[src/rtl/game_key_debouncer_pkg.sv]
// Shared configuration and types for the game key debouncer.
// Defining GAME_SIM_FAST shrinks the debounce and repeat timing for simulation.
package game_key_debouncer_pkg;

    localparam int DEF_KEY_ACTIVE_LOW = 1;
    localparam int DEF_CNT_W          = 20;

`ifdef GAME_SIM_FAST
    localparam int DEF_DEBOUNCE_CYCLES = 4;
    localparam int DEF_REPEAT_DELAY    = 16;
    localparam int DEF_REPEAT_PERIOD   = 8;
`else
    localparam int DEF_DEBOUNCE_CYCLES = 65536;
    localparam int DEF_REPEAT_DELAY    = 8388608;
    localparam int DEF_REPEAT_PERIOD   = 2097152;
`endif

    typedef enum logic [1:0] {
        EV_NONE,
        EV_PRESS,
        EV_RELEASE,
        EV_REPEAT
    } key_event_e;

    // Pin level seen while the button is not pressed.
    function automatic logic inactive_level(input int active_low);
        return (active_low != 0);
    endfunction

endpackage

[src/rtl/game_sync2.sv]
// Generic two-flop synchronizer for asynchronous board inputs.
// RESET_VAL sets the level both flops load during reset.
module game_sync2 #(
    parameter logic RESET_VAL = 1'b0
) (
    input  logic clk,
    input  logic reset_n,
    input  logic d,
    output logic q
);

    logic meta;

    always_ff @(posedge clk or negedge reset_n) begin
        if (!reset_n) begin
            meta <= RESET_VAL;
            q    <= RESET_VAL;
        end else begin
            meta <= d;
            q    <= meta;
        end
    end

endmodule

[src/rtl/game_key_debouncer.sv]
// Push-button conditioner: synchronizer, debounce counter and registered press/release pulses.
// Define GAME_KEY_AUTOREPEAT_EN to add auto-repeat key_pressed pulses while the key is held.
module game_key_debouncer
    import game_key_debouncer_pkg::*;
#(
    parameter int DEBOUNCE_CYCLES = DEF_DEBOUNCE_CYCLES,
    parameter int CNT_W           = DEF_CNT_W,
    parameter int KEY_ACTIVE_LOW  = DEF_KEY_ACTIVE_LOW,
    parameter int REPEAT_DELAY    = DEF_REPEAT_DELAY,
    parameter int REPEAT_PERIOD   = DEF_REPEAT_PERIOD
) (
    input  logic clk,
    input  logic reset_n,
    input  logic key_raw,
    output logic key_level,
    output logic key_pressed,
    output logic key_released
);

    localparam logic             ACT_LOW  = inactive_level(KEY_ACTIVE_LOW);
    localparam logic [CNT_W-1:0] DEB_LAST = CNT_W'(DEBOUNCE_CYCLES - 1);

    if ((DEBOUNCE_CYCLES < 2) || (DEBOUNCE_CYCLES > (2 ** CNT_W) - 1) ||
        (REPEAT_PERIOD < 1) || (REPEAT_PERIOD > REPEAT_DELAY)) begin : g_bad_cfg
        $error("game_key_debouncer: illegal timing parameters");
    end

    logic             sync_q;
    logic             s;
    logic [CNT_W-1:0] cnt;
    logic             deb_fire;
    logic             rpt_fire;
    key_event_e       ev;

    game_sync2 #(
        .RESET_VAL(ACT_LOW)
    ) u_sync (
        .clk    (clk),
        .reset_n(reset_n),
        .d      (key_raw),
        .q      (sync_q)
    );

    assign s = sync_q ^ ACT_LOW;

    // A debounced edge outranks a repeat, so a release edge never carries a repeat pulse.
    always_comb begin
        deb_fire = (s != key_level) && (cnt == DEB_LAST);
        ev       = EV_NONE;
        if (deb_fire) begin
            ev = s ? EV_PRESS : EV_RELEASE;
        end else if (rpt_fire) begin
            ev = EV_REPEAT;
        end
    end

    always_ff @(posedge clk or negedge reset_n) begin
        if (!reset_n) begin
            cnt          <= '0;
            key_level    <= 1'b0;
            key_pressed  <= 1'b0;
            key_released <= 1'b0;
        end else begin
            key_pressed  <= (ev == EV_PRESS) || (ev == EV_REPEAT);
            key_released <= (ev == EV_RELEASE);
            if (s == key_level) begin
                cnt <= '0;
            end else if (deb_fire) begin
                key_level <= s;
                cnt       <= '0;
            end else begin
                cnt <= cnt + CNT_W'(1);
            end
        end
    end

`ifdef GAME_KEY_AUTOREPEAT_EN
    // The repeat delay can exceed the debounce range, so this counter is sized for both.
    localparam int RPT_W = (CNT_W > $clog2(REPEAT_DELAY)) ? CNT_W : $clog2(REPEAT_DELAY);
    localparam logic [RPT_W-1:0] RPT_LAST   = RPT_W'(REPEAT_DELAY - 1);
    localparam logic [RPT_W-1:0] RPT_RELOAD = RPT_W'(REPEAT_DELAY - REPEAT_PERIOD);

    logic [RPT_W-1:0] rpt_cnt;

    assign rpt_fire = key_level && (rpt_cnt == RPT_LAST);

    // Reloading to DELAY-PERIOD lets one terminal compare serve both first and later repeats.
    always_ff @(posedge clk or negedge reset_n) begin
        if (!reset_n) begin
            rpt_cnt <= '0;
        end else if (!key_level || deb_fire) begin
            rpt_cnt <= '0;
        end else if (rpt_fire) begin
            rpt_cnt <= RPT_RELOAD;
        end else begin
            rpt_cnt <= rpt_cnt + RPT_W'(1);
        end
    end
`else
    assign rpt_fire = 1'b0;
`endif

endmodule

[config.mk]
export PLATFORM = sky130hd
export DESIGN_NAME = game_key_debouncer
export DESIGN_NICKNAME = d
export VERILOG_FILES = /design/src/rtl/game_key_debouncer_pkg.sv /design/src/rtl/game_sync2.sv /design/src/rtl/game_key_debouncer.sv
export SDC_FILE = /design/constraint.sdc
export NUM_CORES = 1
export LEC_CHECK = 0
export CAP_MARGIN = 20
export CORE_ASPECT_RATIO = 0.7
export CORE_MARGIN = 1.5
export CORE_UTILIZATION = 55
export DETAILED_ROUTE_END_ITERATION = 10
export HOLD_SLACK_MARGIN = 0.06
export PLACE_DENSITY = 0.74
export SETUP_SLACK_MARGIN = 0.15
export SYNTH_ARGS = -nofsm -noshare
export SYNTH_HDL_FRONTEND = slang
export SYNTH_SLANG_ARGS = --single-unit
[constraint.sdc]
create_clock -name clk -period 4.72 [get_ports clk]
set_clock_uncertainty 0.1 [all_clocks]
set_input_delay 0.708 -clock clk [delete_from_list [all_inputs] [get_ports clk]]
set_output_delay 0.708 -clock clk [all_outputs]
set_load 0.05 [all_outputs]
# Word-level counts from Yosys, hierarchy flattened
# Cells that the tools add are included.
[totals] reg_bits=25 latch_bits=0 ramBits=0 romBits=0 input_bits=3 wordCells=22 n_memories=0
[classes] addsub=1 n_mul=0 n_div=0 magnitude_cmp=0 n_eq_ne=6 n_shift=0 mux=4 n_bitwise=2 n_reduce_logical=3
[ops] op="$mux 20" count=2
[ops] op="$add 20x1->20 const B" count=1
[ops] op="$eq 20x16->1 const B" count=1
[ops] op="$eq 2x2->1 const B" count=2
[ops] op="$mux 2" count=2
[ops] op="$eq 2x1->1 const B" count=1
[ops] op="$not 1->1" count=2
[ops] op="$reduce_and 2->1" count=1
[ops] op="$eq 1x1->1" count=1
[ops] op="$logic_and 1x1->1" count=1
[ops] op="$logic_or 1x1->1" count=1
[ops] op="$ne 1x1->1" count=1

# Depth between registers and ports, before layout
# Gate-level depths: netlist (run 1).
[depth] depth_word=6 depth_mapped=7 ltp_nobuf=5

# Cells and area by module
# From an unflattened synthesis (run 1), not the netlist that was laid out.
[unflattened] hier_cells=113 hier_area_um2=1173.6
[by_module_without_submodules] mod="game_key_debouncer" n_inst=1 cells_each=111 area_each_um2=1121.1 seq_area_each_um2=575.6
[by_module_without_submodules] mod="game_sync2" n_inst=1 cells_each=2 area_each_um2=52.6 seq_area_each_um2=52.6

# Worst setup path before layout (run 1)
# Ideal clock, no wire load.
[synth_path] path_kind="register -> register" start="reg cnt[0]" end="reg cnt[1]" setup_ps=120 arrival_ps=1849 required_ps=4500 slack_ps=2651 path_stages_with_launch=7 n_path_buf=1 period_less_slack_ps=2069 path_cell_list="dfrtp_1 -> ha_1 -> nand3_1 -> or4_4 -> buf_6 -> or3_4 -> and3_1"
[synth_via] elab_chain_cells=4 word_cells_on_any_way=5 classes_between="add/sub: 1; eq/ne: 1; mux: 2; reduce/logical: 1"
[synth_rtl] item="start, declared" line_no="game_key_debouncer.sv:30" rtl="logic [CNT_W-1:0] cnt;"
[synth_rtl] item="start signal, assigned" line_no="game_key_debouncer.sv:72" rtl="cnt <= cnt + CNT_W'(1);"
[synth_rtl] item="parallel branches: the longest is 2 deep, another holds $add 20x1->20"
[synth_rtl] item="$mux 20 (*)" line_no="game_key_debouncer.sv:68" rtl="end else if (deb_fire) begin"
[synth_rtl] item="$mux 20 (*)" line_no="game_key_debouncer.sv:66" rtl="if (s == key_level) begin"
# Every way passes the cells marked *.
# A chain may end at the register's enable or synchronous reset.

# Final worst setup path (run 1)
[layout_path] start="reg key_level" end="out key_level"
[layout_lines] item="start, declared" line_no="game_key_debouncer.sv:15" rtl="output logic key_level,"
[layout_lines] item="start signal, assigned" line_no="game_key_debouncer.sv:69" rtl="key_level <= s;"
# No word-level cell between the ends.

==> impl_results.md, run 1 <==
* CTS H-tree lvls at 1
* Share of the yosys chip area belonging to registers at 53.5%
* Y dimension of the die at 41.7 um
* Post-synthesis share of cell area spent on full adders, half adders and majority gates at 1.07%
* Cell taking the most area after synthesis: dfrtp_1
* Post-CTS repair timing setup buffer count at 0
* Pin count of the biggest net entering global routing at 26
* Insertion delay of the later-clocked pin in the worst-skew pair at 310 ps
* Synthesis Warnings at 0
* Effective utilization at floorplan at 60.6%
* Number of DRC markers after the initial detailed-route iteration at 36
* Routed wire length at 2000 um
* Final total negative setup slack at 0 ps
* ANT nets after route at 0
* Endpoint class of the critical path: output port
* Post-Synthesis Mean Instance Area at 10.4 um^2
* Max-capacitance violation count at 0
* Clock tree from TritonCTS: built
* Cts repair resizes at 0
* Per-cell routed wire length at 14.1 um
* Distinct cells, synth at 29
* Worst-case clock buffer depth at 2
* Flops & latches, synth at 25
* Nets at 125
* Simple logic cell fraction of the synthesized area at 23.2%
* GRT met1 Usage at 26.9%
* Largest stage delay, worst path at 820 ps
* Most heavily used metal layer in global routing: met2
* Global routing usage on met2 at 28.0%
* Post-DP HPWL at 1430 um
* Core Region at 1940 um^2
* Kind of cell adding the most delay to the critical path: buffers and inverters
* Category of the worst setup path launch point: register
* Number of buffers inserted for hold repair after clock tree synthesis at 0
* Cell chain of the critical path: clkdlybuf4s50_1
* WS Path Type: register to output port
* Leakage at 0.504 nW
* Share of the synthesized area in compound gates (AO/OA/AOI/OAI) at 9.17%
* Syn_nets at 117
* Number of cells produced by synthesis at 113
* Share of the cycle needed by the critical path after routing at 50.3%
* Number of placed cells counting well taps at 137
* Clock input transition at the sequential cells of the worst setup and hold paths at 130 ps
* WP data arrival at 1570 ps
* Netlist Area Pre-Place at 1170 um^2
* Most used flip-flop cell after synthesis: dfrtp_1
* Final number of max-transition violations at 0
* Global router's overall resource usage at 18.8%
* Run status: completed
* Crit-path slowest cell: clkdlybuf4s50_1
* Total clock buffers created by CTS at 3
* Remaining global-route overflow at 0
* Area growth syn-to-layout at 7.89%
* Combinational family with the most area after synthesis: simple AND/OR/NAND/NOR gates
* Number of ports placed on the die boundary at 6
* Post-synth EDFFs at 0
* Leading post-synthesis cells by cell area: dfrtp_1, xnor2_1, dfstp_2, nor2_1, or3_1
* Clk root buf: clkbuf_4
* Number of endpoints failing setup at the final stage at 0
* Crit Path Max Fanout at 5
* Area enclosed by the die boundary at 2420 um^2
* Global-route wire length before repair at 3460 um
* Worst ir drop on vdd at 0.212 mV
* Mux cell area share after synthesis at 0.853%
* Worst min-delay path category: register to register
* Die X-Extent at 58.2 um
* Fraction of synthesized cell area taken by the top area cell type at 49.0%
* Timing-limited maximum frequency at 421 MHz
* Number of buffer cells added on primary ports at 5
* Tmin final at 2380 ps
* Pre-Repair DR Iteration Count at 4
* Via count normalized by instance count at 5.94
* Hold violation count in the final report at 0
* Unrepaired setup endpoints after global routing: false
* Placement-stage cell area at 1220 um^2
* Power Dens Cells at 259 nW/um^2
* Number of global-route vias before repair at 767
* Fill cells at 172
* Remaining routing DRC violations at 0
* Final std cells w/o fill at 142
* Slew at the pin with the worst max-slew slack at 686 ps
* Fin area at 1270 um^2
* Post-Route Hold Slack at 268 ps
* Global-route track usage on met3 at 6.54%
* Antenna diode count at 0
* Highest-count cells in the layout ignoring fill and taps: dfrtp_1, nor2_1
* Number of antenna violations at the first check in global routing at 0
* Relative slew slack at 54.3%
* Floorplan row count at 13
* Count of clock tree sinks at 25
* Most common cell after layout, fill and taps aside: dfrtp_1
* Total number of vias at 843
* Parity-gate share of the synthesized area counting xor and xnor cells at 8.21%
* Worst path required time at 3910 ps
* Buffers plus inverters on the worst setup path at 1
* Share of cells above drive strength 1 at 10.0%
* Fraction of registers with async set/reset at 100%
* Final weighted congestion in routability-driven placement at 0.779
synth_stat cells (2+ instances only):
library cell	count
a21oi_1	7
and3_1	2
buf_6	2
dfrtp_1	23
dfstp_2	2
inv_1	5
nand2_1	7
nand3_1	7
nand4_1	2
nor2_1	12
nor3_1	4
nor4_1	2
o21ai_0	6
or3_1	6
or4_1	3
xnor2_1	7
xor2_1	4
flip-flops by register name, summed over array words and instances, names as in the netlist:
name / cells
cnt: 20
key_level: 1
key_pressed: 1
key_released: 1
u_sync.meta: 1
u_sync.q: 1
layout make-up:
type	count	area, um^2	share of cell area (%)
multi-input cells	80	499	39.4
inverters	5	18.8	1.48
well taps	22	27.5	2.17
flip-flops and latches	25	628	49.6
clock inverters	1	5.00	0.395
clock buffers	3	22.5	1.78
repair buffers	6	65.1	5.14
per-layer routing:
layer / vias up / wire length (um)
met3: 2 / 100
met5: - / 0
li1: 412 / -
met1: 410 / 995
met4: 0 / 10
met2: 19 / 893
where the power goes:
part | leakage, nW | switching, mW | total [mW] | internal [mW]
combinational | 0.147 | 0.00906 | 0.0146 | 0.00551
sequential | 0.340 | 0.00272 | 0.221 | 0.218
clock | 0.0177 | 0.0612 | 0.0929 | 0.0317
metrics by stage:
| stage | util [%] | worst slack (ps) | total power, mW |
|---|---|---|---|
| floorplan | - | 2650 | 0.231 |
| finish | 65.4 | 2340 | 0.328 |
| CTS | 64.6 | 2320 | 0.332 |
| global placement | 63.2 | 2480 | 0.237 |
| global route | 65.4 | 2210 | 0.342 |
| detailed placement | 63.2 | 2380 | 0.238 |
logic make-up after synthesis:
family / count (synthesis)
AO/OA/AOI/OAI: 17
XOR/XNOR: 11
adder cells (fa/ha/maj): 1
buffers and inverters: 8
flip-flops: 25
multiplexers: 1
AND/OR/NAND/NOR: 50
final timing paths:
check / from / endpoint / slack, ps / cells after the start
worst max register to register: cnt[0]$_DFF_PN0_ / cnt[3]$_DFF_PN0_ / 2370 / 5
worst min-delay path: u_sync.meta$_DFF_PN1_ / u_sync.q$_DFF_PN1_ / 270 / 0
max in group asynchronous: reset_n / u_sync.meta$_DFF_PN1_ / 3320 / 2
worst min register to register: u_sync.meta$_DFF_PN1_ / u_sync.q$_DFF_PN1_ / 270 / 0
min in group asynchronous: reset_n / cnt[7]$_DFF_PN0_ / 630 / 1
worst max-delay path: key_level$_DFFE_PN0P_ / key_level / 2340 / 1
No activity file was read; power rests on OpenSTA's default activity.
==> inputs of run 2 (changes only) <==
--- a/config.mk
+++ b/config.mk
@@ -8,10 +8,10 @@
 export CAP_MARGIN = 20
 export CORE_ASPECT_RATIO = 0.7
 export CORE_MARGIN = 1.5
-export CORE_UTILIZATION = 55
+export CORE_UTILIZATION = 52
 export DETAILED_ROUTE_END_ITERATION = 10
 export HOLD_SLACK_MARGIN = 0.06
-export PLACE_DENSITY = 0.74
+export PLACE_DENSITY = 0.73
 export SETUP_SLACK_MARGIN = 0.15
 export SYNTH_ARGS = -nofsm -noshare
 export SYNTH_HDL_FRONTEND = slang
==> constraint.sdc (replaced) <==
create_clock -name clk -period 1.9 [get_ports clk]
set_clock_uncertainty 0.1 [all_clocks]
set_input_delay 0.285 -clock clk [delete_from_list [all_inputs] [get_ports clk]]
set_output_delay 0.285 -clock clk [all_outputs]
set_load 0.05 [all_outputs]
==> run 2 against run 1 <==
Compared with the run above:
- the run now ends with negative setup slack left
- sequential share of layout area down 9.3 points
- worst setup slack lost 2400 ps
- clock power grew to 2.6 times the previous value
- critical path depth grew 4
- first-iteration DRC count rose by 72%
- non-clock buffer count is 24 higher
- global-route usage grew 3.7 points
- critical endpoint is now cnt[1]$_DFF_PN0_
==> impl_results.md, run 2 (synthesis results as in run 1) <==
* Run status: finished, violations left
* Violations in the final reports: negative setup slack
* Fin util at 72.9%
* Worst-case clock buffer depth at 2
* Max-capacitance violation count at 0
* Total clock buffers created by CTS at 3
* Total number of vias at 940
* Y dimension of the die at 42.7 um
* Insertion delay of the later-clocked pin in the worst-skew pair at 330 ps
* ANT nets after route at 0
* Power Dens Cells at 550 nW/um^2
* Final number of max-transition violations at 0
* Via count normalized by instance count at 5.31
* Number of ports placed on the die boundary at 6
* Crit-path slowest cell: or4_4
* Leakage at 0.633 nW
* Category of the worst setup path launch point: register
* Setup WS pre-CTS at 3.18 ps
* CTS H-tree lvls at 1
* Remaining global-route overflow at 0
* Effective utilization at floorplan at 54.9%
* Remaining routing DRC violations at 0
* Slew at the pin with the worst max-slew slack at 501 ps
* Timing-limited maximum frequency at 525 MHz
* Endpoint class of the critical path: register
* Post-DP HPWL at 1610 um
* Buffers plus inverters on the worst setup path at 0
* Core Region at 2140 um^2
* Number of buffers inserted for hold repair after clock tree synthesis at 0
* Share of the cycle needed by the critical path after routing at 100%
* Total number of cells along the worst setup path at 5
* Register containing the most flip-flops in the final layout: cnt
* Pre-Repair DR Iteration Count at 4
* Final weighted congestion in routability-driven placement at 0.821
* Worst path required time at 2030 ps
* Clock tree from TritonCTS: built
* Routed wire length at 2520 um
* Share of cells above drive strength 1 at 36.6%
* Floorplan row count at 14
* Clock input transition at the sequential cells of the worst setup and hold paths at 130 ps
* WP data arrival at 2040 ps
* Number of antenna violations at the first check in global routing at 0
* Antenna diode count at 0
* Hold violation count in the final report at 0
* Number of endpoints failing setup at the final stage at 1
* Worst ir drop on vdd at 0.498 mV
* Highest-count cells in the layout ignoring fill and taps: buf_4, dfrtp_1, nand2_1, xnor2_1
* Area growth syn-to-layout at 32.7%
* Worst r2r path cells at 5
* Area enclosed by the die boundary at 2560 um^2
* Max FFs per register at 20
* Clk root buf: clkbuf_4
* Per-cell routed wire length at 14.2 um
* Count of clock tree sinks at 25
* Relative slew slack at 66.8%
* Post-Route Hold Slack at 198 ps
* Cell chain of the critical path: ha_4 > nand3_4 > or4_4 > or3_4 > and3_4
* Worst min-delay path category: input port to async pin
* Nets at 150
* Number of DRC markers after the initial detailed-route iteration at 62
* Global-route wire length before repair at 4170 um
* Crit Path Max Fanout at 5
* Number of global-route vias before repair at 919
* Tmin final at 1910 ps
* Kind of cell adding the most delay to the critical path: simple AND/OR/NAND/NOR gates
* WS Path Type: register to register
* Die X-Extent at 59.8 um
* Largest stage delay, worst path at 470 ps
* Final Worst Setup Slack at -5.83 ps
* Unrepaired setup endpoints after global routing: true
* Number of buffer cells added on primary ports at 5
* Most common cell after layout, fill and taps aside: buf_4
* Global router's overall resource usage at 22.5%
* Pin count of the biggest net entering global routing at 26
## run 2: changes by cell type in the layout (fill, tap and decap cells not counted), sizes merged
cell / change
buf: +25
dlygate4sd2: +2
or4: +1
clkdlybuf4s50: -3
## run 2: final timing paths
path	slack (ps)	start	end
max	-6	cnt[1]$_DFF_PN0_	cnt[1]$_DFF_PN0_
min	200	reset_n	cnt[19]$_DFF_PN0_
max reg2reg	-6	cnt[1]$_DFF_PN0_	cnt[1]$_DFF_PN0_
min reg2reg	270	u_sync.meta$_DFF_PN1_	u_sync.q$_DFF_PN1_
max in group asynchronous	1210	reset_n	u_sync.q$_DFF_PN1_
min in group clk	260	key_raw	u_sync.meta$_DFF_PN1_
## run 2: timing repair
| action | in CTS | in global routing |
|---|---|---|
| cloned | 1 | 0 |
| resized for setup | 10 | 13 |
| setup endpoints to repair | 24 | 22 |
| hold endpoints to repair | 0 | 0 |
| pin swaps | 8 | 2 |
| setup buffers | 7 | 2 |
## run 2: cell type report
type	count	area, um^2
clock buffer	3	22.5
tap	32	40.0
inverter	5	18.8
timing repair buffer	30	240
multi-input combinational	81	603
fill	153	579
sequential	25	628
clock inverter	1	5.00
## run 2: per-stage QoR
step	setup TNS, ps	cell area (um^2)	std cells	power, mW
after floorplan	-85.7	1210	113	0.578
after global placement	0	1380	163	0.601
after detailed placement	0	1380	163	0.605
after CTS	0	1500	175	0.853
after global routing	-230	1560	177	0.898
final	-5.83	1560	177	0.857
## run 2: where the power goes
group	internal, mW	switching [mW]	total (mW)	leakage (nW)
clock	0.0792	0.162	0.241	0.0177
sequential	0.541	0.00904	0.550	0.340
combinational	0.0316	0.0344	0.0659	0.275
## run 2: per-layer routing
| metal | global-route usage, % | vias up | share of wire (%) |
|---|---|---|---|
| li1 | - | 466 | - |
| met1 | 29.8 | 451 | 45 |
| met2 | 35.4 | 18 | 50 |
| met3 | 6.71 | 5 | 3.9 |
| met4 | 7.11 | 0 | 0.87 |
| met5 | 0 | - | 0 |
==> inputs of run 3 (changes only) <==
--- a/config.mk
+++ b/config.mk
@@ -8,11 +8,12 @@
 export CAP_MARGIN = 20
 export CORE_ASPECT_RATIO = 0.7
 export CORE_MARGIN = 1.5
-export CORE_UTILIZATION = 52
+export CORE_UTILIZATION = 40
 export DETAILED_ROUTE_END_ITERATION = 10
+export GPL_ROUTABILITY_DRIVEN = 0
 export HOLD_SLACK_MARGIN = 0.06
-export PLACE_DENSITY = 0.73
 export SETUP_SLACK_MARGIN = 0.15
 export SYNTH_ARGS = -nofsm -noshare
 export SYNTH_HDL_FRONTEND = slang
+export SYNTH_HIERARCHICAL = 1
 export SYNTH_SLANG_ARGS = --single-unit
==> run 3 against run 2 <==
Compared with the run above:
- the flow now finishes without violations
- non-clock buffer count is 3 lower
- first-iteration DRC count decreased by 11%
- synthesized cell count is the same
- clock-buffer cell count is the same
- power grew 6.9%
- critical path depth did not move
- sequential cell count did not move
- hold slack better by 65 ps
- cell count rose by 0.56%
- combinational power fell by 11%
- core utilization down 17 points
- global-route usage is 5.8 points lower
- highest routed layer unchanged
==> impl_results.md, run 3 <==
* Hold Path Depth at 0
* Unrepaired setup endpoints after global routing: true
* Max FFs per register at 20
* List of most frequent post-synthesis cells: dfrtp_1, nor2_1
* Share of the yosys chip area belonging to registers at 53.5%
* Floorplan row count at 16
* Share of the cycle needed by the critical path after routing at 98.8%
* Highest-count cells in the layout ignoring fill and taps: buf_4, dfrtp_1, xnor2_1
* Total number of vias at 923
* Power Dens Cells at 588 nW/um^2
* Worst path required time at 1960 ps
* Max-capacitance violation count at 0
* Area occupied by multi-input gates at 599 um^2
* Global router's overall resource usage at 16.8%
* Leakage at 0.621 nW
* Fraction of registers with async set/reset at 100%
* Category of the worst setup path launch point: register
* Post-Route Hold Slack at 263 ps
* WP data arrival at 1940 ps
* WS Path Type: register to register
* Netlist Area Pre-Place at 1170 um^2
* Number of cells produced by synthesis at 113
* Clock network fraction of design power at 33.7%
* Startpoint of the most critical hold path: u_sync/meta$_DFF_PN1_
* Via count normalized by instance count at 5.19
* Insertion delay of the later-clocked pin in the worst-skew pair at 260 ps
* Proportion of power drawn by flip-flops and latches at 60.0%
* Endpoint class of the critical path: register
* Nets at 147
* Y dimension of the die at 48.3 um
* Worst r2r path cells at 5
* Crit-path slowest cell: or4_4
* Share of total power in combinational logic at 6.4%
* Effective utilization at floorplan at 41.9%
* Remaining routing DRC violations at 0
* Crit Path Max Fanout at 5
* Switch share at 21.9%
* Clock tree from TritonCTS: built
* Number of antenna violations at the first check in global routing at 0
* Pre-Repair DR Iteration Count at 6
* Per-cell routed wire length at 13.4 um
* Area enclosed by the die boundary at 3270 um^2
* Syn_nets at 117
* Setup WS pre-CTS at -40.3 ps
* Register containing the most flip-flops in the final layout: cnt
* Number of buffer cells added on primary ports at 5
* Most common cell in the synthesized netlist: dfrtp_1
* Leading post-synthesis cells by cell area: dfrtp_1, xnor2_1, dfstp_2, nor2_1, or3_1
* Start of the worst register-to-register path: cnt[1]$_DFF_PN0_
* Fill cells at 239
* Placement-stage cell area at 1390 um^2
* Number of buffers inserted for hold repair after clock tree synthesis at 0
* Worst ir drop on vdd at 0.328 mV
* Clock input transition at the sequential cells of the worst setup and hold paths at 80 ps
* Final number of max-transition violations at 0
* Remaining global-route overflow at 0
* Hold violation count in the final report at 0
* Fraction of synthesized cell area taken by the top area cell type at 49.0%
* Worst-case clock buffer depth at 2
* Most common cell after layout, fill and taps aside: buf_4
* Largest stage delay, worst path at 470 ps
* ANT nets after route at 0
* Cell chain of the critical path: ha_4 > nand3_4 > or4_4 > or3_4 > and3_4
* Area growth syn-to-layout at 32.8%
* Sequential cell area at 632 um^2
* CTS H-tree lvls at 1
* Relative slew slack at 67.7%
* Tmin final at 1880 ps
* Run status: completed
* Synthesis Warnings at 6
* Most used flip-flop cell after synthesis: dfrtp_1
* Startpoint of the worst setup timing path: cnt[1]$_DFF_PN0_
* Global-route wire length before repair at 4200 um
* Clk root buf: clkbuf_8
* Slew at the pin with the worst max-slew slack at 486 ps
* Number of ports placed on the die boundary at 6
* Core Region at 2800 um^2
* Reported net switching power at 0.201 mW
* Cell taking the most area after synthesis: dfrtp_1
* Number of DRC markers after the initial detailed-route iteration at 55
* Distinct cells, synth at 29
* Timing-limited maximum frequency at 533 MHz
* Total clock buffers created by CTS at 3
* Worst min-delay path category: register to register
* Number of endpoints failing setup at the final stage at 0
* Fin area at 1560 um^2
* Internal Dissipation at 0.715 mW
* Antenna diode count at 0
* Post-synth EDFFs at 0
* Count of clock tree sinks at 25
* Post-DP HPWL at 1560 um
* Number of global-route vias before repair at 908
* Die X-Extent at 67.7 um
* Final Worst Setup Slack at 23.4 ps
* Flops & latches, synth at 25
* Post-Synthesis Mean Instance Area at 10.4 um^2
* Routed wire length at 2390 um
* Pin count of the biggest net entering global routing at 26
* Share of cells above drive strength 1 at 39.4%
[run 3: cell counts after synthesis]
No cell type changed its count.
[run 3: worst paths after layout]
check,end,slack (ps)
max in group asynchronous,u_sync/q$_DFF_PN1_,1140
worst min register to register,u_sync/q$_DFF_PN1_,260
worst max-delay path,cnt[1]$_DFF_PN0_,20
worst max register to register,cnt[1]$_DFF_PN0_,20
worst min-delay path,u_sync/q$_DFF_PN1_,260
min in group asynchronous,cnt[19]$_DFF_PN0_,270
[run 3: layout make-up]
type	count	area share, %
sequential	25	40.5
tap	36	2.89
clock buffer	3	2.65
multi-input combinational	81	38.4
inverter	5	1.20
clock inverter	1	0.321
timing repair buffer	27	14.0
[run 3: kinds of logic (layout without fill, tap and decap cells)]
logic type | Yosys count | count (layout) | synth area share [%]
buffers and inverters | 8 | 36 | 3.94
flip-flops | 25 | 25 | 53.5
adder cells (fa/ha/maj) | 1 | 1 | 1.07
XOR/XNOR | 11 | 11 | 8.21
AND/OR/NAND/NOR | 50 | 51 | 23.2
AO/OA/AOI/OAI | 17 | 17 | 9.17
multiplexers | 1 | 1 | 0.853
[run 3: metal layers]
| layer | part of all wire, % | GRT usage [%] | vias to the layer above |
|---|---|---|---|
| met1 | 52 | 26.0 | 449 |
| met5 | 0 | 0 | - |
| met3 | 3.4 | 6.05 | 2 |
| met4 | 0.17 | 2.72 | 0 |
| met2 | 44 | 22.7 | 11 |
| li1 | - | - | 461 |
[run 3: power by group through the flow]
stage	combinational, mW	sequential, mW	clock [mW]
global route	0.0655	0.551	0.342
finish	0.0584	0.550	0.309
detailed placement	0.0450	0.560	0
floorplan	0.0190	0.559	0
CTS	0.0532	0.549	0.319
global placement	0.0434	0.559	0
[run 3: critical path: cells and delay by family, from the launching register on]
family        cells  cell delay (ps)
simple gates      4             1090
flops             1              420
fa+ha+maj         1              170
[run 3: stage by stage]
| step | power, mW | util, % | TNS (ps) | cells |
|---|---|---|---|---|
| after global routing | 0.959 | 55.6 | -93.3 | 178 |
| final | 0.917 | 55.6 | 0 | 178 |
| after CTS | 0.922 | 52.8 | 0 | 174 |
| after floorplan | 0.578 | - | -85.7 | 113 |
| after detailed placement | 0.605 | 49.6 | -40.3 | 167 |
| after global placement | 0.603 | 49.6 | 0 | 167 |
[run 3: what timing repair did]
item / CTS / global route
hold endpoints to repair: 0 / 0
gates cloned: 1 / 0
setup endpoints to repair: 24 / 22
resized for setup: 10 / 15
pin swaps: 5 / 6
buffers inserted: 2 / 4
